===== src/rtl/ddr_rw_scheduler.sv =====
// Shares the DDR3 AXI master between write and read paths: batches same-direction
// bursts, caps a batch while the other side waits, and pads direction changes.
module ddr_rw_scheduler #(
   parameter int unsigned MAX_BATCH = 4,
   parameter int unsigned TURN_CYC  = 2,
   parameter int unsigned TIMEOUT   = 1023
) (
   input  logic        clk,
   input  logic        rst,
   input  logic        wr_req,
   input  logic [29:0] wr_addr,
   input  logic [7:0]  wr_len,
   input  logic        wr_done,
   input  logic        rd_req,
   input  logic [29:0] rd_addr,
   input  logic [7:0]  rd_len,
   input  logic        rd_done,
   output logic        wr_grant,
   output logic        rd_grant,
   output logic        axi_wr_start,
   output logic [29:0] axi_wr_addr,
   output logic [7:0]  axi_wr_len,
   output logic        axi_rd_start,
   output logic [29:0] axi_rd_addr,
   output logic [7:0]  axi_rd_len,
   output logic        err_timeout
);

   // state    | meaning
   // IDLE     | bus free, no direction chosen
   // WR_ISSUE | one-cycle write start
   // WR_WAIT  | write burst in flight, waiting for wr_done
   // RD_ISSUE | one-cycle read start
   // RD_WAIT  | read burst in flight, waiting for rd_done
   // TURN     | turnaround gap before serving pend_dir
   typedef enum logic [2:0] {
      S_IDLE, S_WR_ISSUE, S_WR_WAIT, S_RD_ISSUE, S_RD_WAIT, S_TURN
   } state_t;

   localparam logic        DIR_RD    = 1'b0;
   localparam bit          HAS_TURN  = (TURN_CYC != 0);
   localparam logic [3:0]  TURN_LAST = 4'(TURN_CYC - 1);
   localparam logic [4:0]  BATCH_LIM = 5'(MAX_BATCH);
   localparam logic [16:0] WAIT_LIM  = 17'(TIMEOUT);

   function automatic state_t issue_of(input logic dir);
      return dir ? S_WR_ISSUE : S_RD_ISSUE;
   endfunction

   state_t      state_q, state_d;
   logic        last_dir_q, last_dir_d;
   logic        pend_dir_q, pend_dir_d;
   logic [3:0]  batch_cnt_q, batch_cnt_d;
   logic [3:0]  turn_cnt_q, turn_cnt_d;
   logic [15:0] wait_cnt_q, wait_cnt_d;
   logic        err_q, err_d;
   logic        wr_grant_q, wr_grant_d, rd_grant_q, rd_grant_d;
   logic        wr_start_q, wr_start_d, rd_start_q, rd_start_d;
   logic [29:0] wr_addr_q, wr_addr_d, rd_addr_q, rd_addr_d;
   logic [7:0]  wr_len_q, wr_len_d, rd_len_q, rd_len_d;

   logic pick_dir, cur_dir, own_req, oth_req, own_done, pend_req;
   logic batch_hit, wait_hit, in_wait;

   always_comb begin
      state_d     = state_q;
      last_dir_d  = last_dir_q;
      pend_dir_d  = pend_dir_q;
      batch_cnt_d = batch_cnt_q;
      err_d       = err_q;
      pick_dir    = (wr_req && rd_req) ? ~last_dir_q : wr_req;
      cur_dir     = (state_q == S_WR_WAIT);
      own_req     = cur_dir ? wr_req : rd_req;
      oth_req     = cur_dir ? rd_req : wr_req;
      own_done    = cur_dir ? wr_done : rd_done;
      pend_req    = pend_dir_q ? wr_req : rd_req;
      in_wait     = (state_q == S_WR_WAIT) || (state_q == S_RD_WAIT);
      batch_hit   = ({1'b0, batch_cnt_q} + 5'd1) >= BATCH_LIM;
      wait_hit    = ({1'b0, wait_cnt_q} + 17'd1) >= WAIT_LIM;

      case (state_q)
         S_IDLE: begin
            if (wr_req || rd_req) begin
               if (HAS_TURN && (pick_dir != last_dir_q)) begin
                  state_d    = S_TURN;
                  pend_dir_d = pick_dir;
               end else begin
                  state_d = issue_of(pick_dir);
               end
            end
         end
         S_WR_ISSUE: state_d = S_WR_WAIT;
         S_RD_ISSUE: state_d = S_RD_WAIT;
         S_WR_WAIT, S_RD_WAIT: begin
            // done wins over a timeout landing on the same cycle
            if (own_done) begin
               last_dir_d = cur_dir;
               if (oth_req && (!own_req || batch_hit)) begin
                  batch_cnt_d = '0;
                  if (HAS_TURN) begin
                     state_d    = S_TURN;
                     pend_dir_d = ~cur_dir;
                  end else begin
                     state_d = issue_of(~cur_dir);
                  end
               end else if (own_req) begin
                  state_d     = issue_of(cur_dir);
                  batch_cnt_d = (batch_cnt_q == 4'hF) ? batch_cnt_q : batch_cnt_q + 4'd1;
               end else begin
                  state_d     = S_IDLE;
                  batch_cnt_d = '0;
               end
            end else if (wait_hit) begin
               err_d       = 1'b1;
               state_d     = S_IDLE;
               batch_cnt_d = '0;
               last_dir_d  = cur_dir;
            end
         end
         S_TURN: begin
            if (turn_cnt_q >= TURN_LAST)
               state_d = pend_req ? issue_of(pend_dir_q) : S_IDLE;
         end
         default: state_d = S_IDLE;
      endcase

      turn_cnt_d = '0;
      if ((state_q == S_TURN) && (state_d == S_TURN))
         turn_cnt_d = (turn_cnt_q == 4'hF) ? turn_cnt_q : turn_cnt_q + 4'd1;
      wait_cnt_d = '0;
      if (in_wait && (state_d == state_q))
         wait_cnt_d = (wait_cnt_q == 16'hFFFF) ? wait_cnt_q : wait_cnt_q + 16'd1;

      wr_grant_d = (state_d == S_WR_ISSUE) || (state_d == S_WR_WAIT);
      rd_grant_d = (state_d == S_RD_ISSUE) || (state_d == S_RD_WAIT);
      wr_start_d = (state_d == S_WR_ISSUE);
      rd_start_d = (state_d == S_RD_ISSUE);
      wr_addr_d  = wr_start_d ? wr_addr : wr_addr_q;
      wr_len_d   = wr_start_d ? wr_len  : wr_len_q;
      rd_addr_d  = rd_start_d ? rd_addr : rd_addr_q;
      rd_len_d   = rd_start_d ? rd_len  : rd_len_q;
   end

   always_ff @(posedge clk or posedge rst) begin
      if (rst) begin
         state_q     <= S_IDLE;
         last_dir_q  <= DIR_RD;
         pend_dir_q  <= DIR_RD;
         batch_cnt_q <= '0;
         turn_cnt_q  <= '0;
         wait_cnt_q  <= '0;
         err_q       <= 1'b0;
         wr_grant_q  <= 1'b0;
         rd_grant_q  <= 1'b0;
         wr_start_q  <= 1'b0;
         rd_start_q  <= 1'b0;
         wr_addr_q   <= '0;
         wr_len_q    <= '0;
         rd_addr_q   <= '0;
         rd_len_q    <= '0;
      end else begin
         state_q     <= state_d;
         last_dir_q  <= last_dir_d;
         pend_dir_q  <= pend_dir_d;
         batch_cnt_q <= batch_cnt_d;
         turn_cnt_q  <= turn_cnt_d;
         wait_cnt_q  <= wait_cnt_d;
         err_q       <= err_d;
         wr_grant_q  <= wr_grant_d;
         rd_grant_q  <= rd_grant_d;
         wr_start_q  <= wr_start_d;
         rd_start_q  <= rd_start_d;
         wr_addr_q   <= wr_addr_d;
         wr_len_q    <= wr_len_d;
         rd_addr_q   <= rd_addr_d;
         rd_len_q    <= rd_len_d;
      end
   end

   assign wr_grant     = wr_grant_q;
   assign rd_grant     = rd_grant_q;
   assign axi_wr_start = wr_start_q;
   assign axi_rd_start = rd_start_q;
   assign axi_wr_addr  = wr_addr_q;
   assign axi_wr_len   = wr_len_q;
   assign axi_rd_addr  = rd_addr_q;
   assign axi_rd_len   = rd_len_q;
   assign err_timeout  = err_q;

endmodule


===== config.mk =====
export PLATFORM = sky130hd
export DESIGN_NAME = ddr_rw_scheduler
export DESIGN_NICKNAME = d
export VERILOG_FILES = /design/src/rtl/ddr_rw_scheduler.sv
export SDC_FILE = /design/constraint.sdc
export NUM_CORES = 1
export LEC_CHECK = 0
export ABC_AREA = 1
export CAP_MARGIN = 20
export CORE_UTILIZATION = 42
export CTS_CLUSTER_SIZE = 30
export DETAILED_ROUTE_END_ITERATION = 10
export PLACE_DENSITY_LB_ADDON = 0.25
export SYNTH_ARGS = -nofsm -noshare
export SYNTH_HDL_FRONTEND = slang
export SYNTH_SLANG_ARGS = --single-unit

===== constraint.sdc =====
create_clock -name clk -period 3.5 [get_ports clk]
set_clock_uncertainty 0.1 [all_clocks]
set_input_delay 0.7 -clock clk [delete_from_list [all_inputs] [get_ports clk]]
set_output_delay 0.7 -clock clk [all_outputs]
set_load 0.1 [all_outputs]

# Yosys cells after proc, flatten, opt, wreduce, memory -nomap -nowiden
# Cells that the tools add are included.
# W data, S select, Z words.
totals:
  ff_bits: 110
  in_bits: 82
  output_inout_bits: 81
  elab_cells: 99
op_classes:
  n_addsub: 5
  n_lt_le_gt_ge: 3
  eq_ne: 22
  n_mux: 33
  n_bitwise: 3
  reduce_logical: 18
ops:
  columns: ["op", "count"]
  rows:
  - ["$mux W16", 2]
  - ["$mux W4", 7]
  - ["$mux W3", 6]
  - ["$add A16 B1 Y17 const B", 1]
  - ["$ge A17 B10 Y1 const B", 1]
  - ["$add A16 B1 Y16 const B", 1]
  - ["$eq A16 B16 Y1 const B", 1]
  - ["$pmux W3 S5", 1]
  - ["$eq A3 B2 Y1 const B", 4]
  - ["$eq A3 B3 Y1 const B", 4]
  - ["$ne A2 B2 Y1 const B", 6]
  - ["$mux W1", 11]
  - ["$mux W2", 5]
  - ["$add A4 B1 Y4 const B", 2]
  - ["$eq A4 B4 Y1 const B", 2]
  - ["$eq A3 B1 Y1 const B", 2]
  - ["$reduce_and A3 Y1", 2]
  - ["$add A4 B1 Y5 const B", 1]
  - ["$ge A5 B3 Y1 const B", 1]
  - ["$logic_or A1 B1 Y1", 5]
  - ["$reduce_and A5 Y1", 1]
  - ["$ge A4 B1 Y1 const B", 1]
  - ["$logic_and A1 B1 Y1", 4]
  - ["$ne A4 B4 Y1 const B", 1]
  - ["9 further kinds", 12]

# Logic depth before layout (Yosys ltp)
logic_depth:
  word_depth: 11
  depth_mapped: 20

# Worst setup path before layout
# Ideal clock, no wire load.
synth_path:
  kind: "register -> register"
  from: "register wait_cnt_q[0]"
  to: "register rd_addr_q[0], in the netlist axi_rd_addr[0]"
  setup_time_ns: 0.120
  arrival_ns: 2.175
  setup_slack_ns: 1.106
  stages_incl_launch_ff: 19
  path_buffers: 2
  period_less_slack_ns: 2.394
  cell_sequence: "dfrtp_1 > ha_1 > nand2_1 > nor2_2 > nand3_1 > nand2_1 > nand2_1 > inv_1 > nand3_1 > nor2_2 > nand4_1 > nand2_1 > nand2_2 > nand2_4 > nand3_2 > buf_4 > buf_6 > nand2_1 > nand2_1"
synth_via:
  elab_chain_cells: 6
synth_rtl:
  columns: ["item", "line_no", "text"]
  rows:
  - ["start, declared", "55", "logic [15:0] wait_cnt_q, wait_cnt_d;"]
  - ["start signal, assigned", "167", "wait_cnt_q <= wait_cnt_d;"]
  - ["$add A16 B1 Y17", "79", "wait_hit = ({1'b0, wait_cnt_q} + 17'd1) >= WAIT_LIM;"]
  - ["$ge A17 B10 Y1", "79", null]
  - ["$mux W3", "113", "end else if (wait_hit) begin"]
  - ["$mux W3", "96", "if (own_done) begin"]
  - ["$pmux W3 S5", "81", "case (state_q)"]
  - ["$eq A3 B2 Y1", "137", "rd_start_d = (state_d == S_RD_ISSUE);"]
  - ["end signal, assigned", "175", "rd_addr_q <= rd_addr_d;"]
  - ["end, declared", "59", "logic [29:0] wr_addr_q, wr_addr_d, rd_addr_q, rd_addr_d;"]
# No other way between the ends.
# A chain may end at the register's enable or synchronous reset.

# Worst setup path in the final report
layout_path:
  from: "register wait_cnt_q[0]"
  to: "register rd_addr_q[8], in the netlist axi_rd_addr[8]"
# Same word-level chain as after synthesis.

==> impl_results.md <==
* Status: finished clean
* WP data required at 3680 ps
* Synth Cell Area at 5140 sq um
* Remaining antenna violation count at 0
* Number of hold buffers added after cts at 0
* Std cell rows at 40
* Fill count at 1064
* Fmax at 333 MHz
* # DRC at 0
* Crit end category: flip-flop
* Most common cell after layout, fill and taps aside: nand2_1
* Post-cts sizing count at 0
* Most frequent cells in the layout: 258 x nand2_1, 110 x dfrtp_1, 93 x clkdlybuf4s50_1
* Hold Crit Class: flip-flop to flip-flop
* Global-route wire length before repair at 21700 um
* Die width at 113 um
* Yosys cell types at 33
* TritonCTS clock tree: yes
* Core area at 12000 sq um
* N_diodes at 0
* Storage cell area at 2750 sq um
* Initial antenna violation count at 0
* Share of cells above drive strength 1 at 0.143
* Hold_ws at 374 ps
* Crit path max fanout at 37
* Worst setup path class: flip-flop to flip-flop
* Die area at 12700 sq um
* H-tree depth at 3
* Die H at 113 um
* Total negative slack at 0 ps
* Initial DRC Count at 261
* Clock buffer depth at 2
* Largest net degree at the start of global routing at 46
* IO Port Bufs at 162
* RSZ-0062 raised after global routing: no
* Via count at 4696
* DRT Wirelength at 13000 um
* Tmin final at 3000 ps
* Multi-input gate area at 2080 sq um
* Synth Instances at 633
* Period utilization at 0.858
* Final setup viols at 0
* Worst skew pair latency at 340 ps
* Syn Area/Cell at 8.11 sq um
* Worst-margin pin slew at 983 ps
* Layout Nets at 889
* DR pass1 iterations at 4
* Number of synthesis warnings at 0
* Aggregate global-route resource usage at 0.214
* Area delta synth->final at 37.6%
* DP HPWL at 9440 um
* CTS Buf Count at 9
* Initial core utilization at 0.429
* Vias in the first global route at 4571
* Sequential fraction of the synthesis area at 0.536
* Arrival time at the worst endpoint at 3180 ps
* GR Overflow Total at 0
* Synth Register Bits at 110
* Num ports at 163
* Root buffer cell: clkbuf_16
* Final slew viol count at 0
* Post-CTS Setup Inserts at 0
* Final Hold Fails at 0
* Max_cap viols at 0
* Routed len/inst at 13.6 um
* Clock Sinks at 110
* Placer congestion estimate at 0.902
* Relative slew slack at 0.343
* Startpoint Class: flip-flop
* Clock slew seen by the registers of the worst setup and hold paths at 70 ps
* DR vias/cell at 4.94
[state kept, by name (all words and copies together), names as in the netlist, 3 cells and up]
register / count
turn_cnt_q: 4
state_q: 3
axi_rd_addr: 30
wait_cnt_q: 16
axi_wr_addr: 30
batch_cnt_q: 4
axi_rd_len: 8
axi_wr_len: 8
[Yosys cell counts, drive strengths merged]
cell,instances,share of area
a31oi,1,0.0012
o21ai,15,0.015
a22o,2,0.0034
xnor2,2,0.0034
ha,8,0.019
and3,1,0.0012
nor2,49,0.039
o22ai,1,0.0012
inv,51,0.037
a21oi,9,0.0088
conb,1,0.00073
nor3,13,0.013
nand4,48,0.058
clkbuf,5,0.0037
o31a,1,0.0017
xor2,3,0.0051
a31o,1,0.0017
nand2,261,0.19
o31ai,1,0.0015
mux2,1,0.0022
nand3,29,0.029
dfrtp,110,0.54
or2,1,0.0012
buf,19,0.023
[critical path, cell delays in order, from the launching register on]
cell and delay, ps:
dfrtp_1 480, ha_1 300, nand2_1 130, nor2_2 210, nand2_1 80, nand2_1 80, nand3_1 80, nor2_1 120
nand3_1 200, nand4_1 150, nand2_1 70, nand2_2 110, nand2_4 130, nand3_2 120, buf_4 360, nand2_1 130
nand2_1 100
[area by class of cell]
class,instances,share of cell area
clock buffer,11,0.0343
clock inverter,5,0.00460
inverter,51,0.0276
multi-input combinational,454,0.294
sequential,110,0.389
tap,147,0.0260
timing repair buffer,173,0.224
[kinds of logic after synthesis]
group                      share of synthesized area
AOI/OAI and AO/OA                             0.0348
xor gates and xnor gates                     0.00853
adders and majority gates                     0.0195
buffers and inverters                         0.0636
DFF                                            0.536
muxes                                        0.00219
other                                       0.000730
and+or+nand+nor                                0.335
[final timing paths]
path,depth (start not counted),to,slack [ps],from
worst min register to register,2,axi_wr_addr[11]$_DFFE_PP0P_,370,axi_wr_addr[11]$_DFFE_PP0P_
min in group asynchronous,2,axi_wr_len[2]$_DFFE_PP0P_,500,rst
max in group asynchronous,4,axi_rd_addr[20]$_DFFE_PP0P_,2090,rst
worst min-delay path,2,axi_wr_addr[11]$_DFFE_PP0P_,370,axi_wr_addr[11]$_DFFE_PP0P_
worst max register to register,16,axi_rd_addr[8]$_DFFE_PP0P_,500,wait_cnt_q[0]$_DFFE_PP0P_
worst max-delay path,16,axi_rd_addr[8]$_DFFE_PP0P_,500,wait_cnt_q[0]$_DFFE_PP0P_
[layer usage]
layer	GRT usage	vias to the layer above	share of wire	routed length, um
li1	-	2349	-	-
met3	0.0637	14	0.072	936
met2	0.353	138	0.50	6430
met5	0	-	0	0
met4	0.0809	0	0.016	206
met1	0.265	2195	0.42	5390
[per-stage QoR]
step / utilization / std cells / worst slack [ps] / area, sq um
CTS: 0.589 / 950 / 472 / 7050
finish: 0.591 / 951 / 499 / 7070
detailed placement: 0.566 / 934 / 291 / 6770
floorplan: - / 639 / 1110 / 5160
global route: 0.591 / 951 / 184 / 7070
global placement: 0.566 / 934 / 377 / 6770
Power is left out: the tool's default activity adds up to more than one toggle a clock period on the data nets, which glitch-free logic cannot reach.
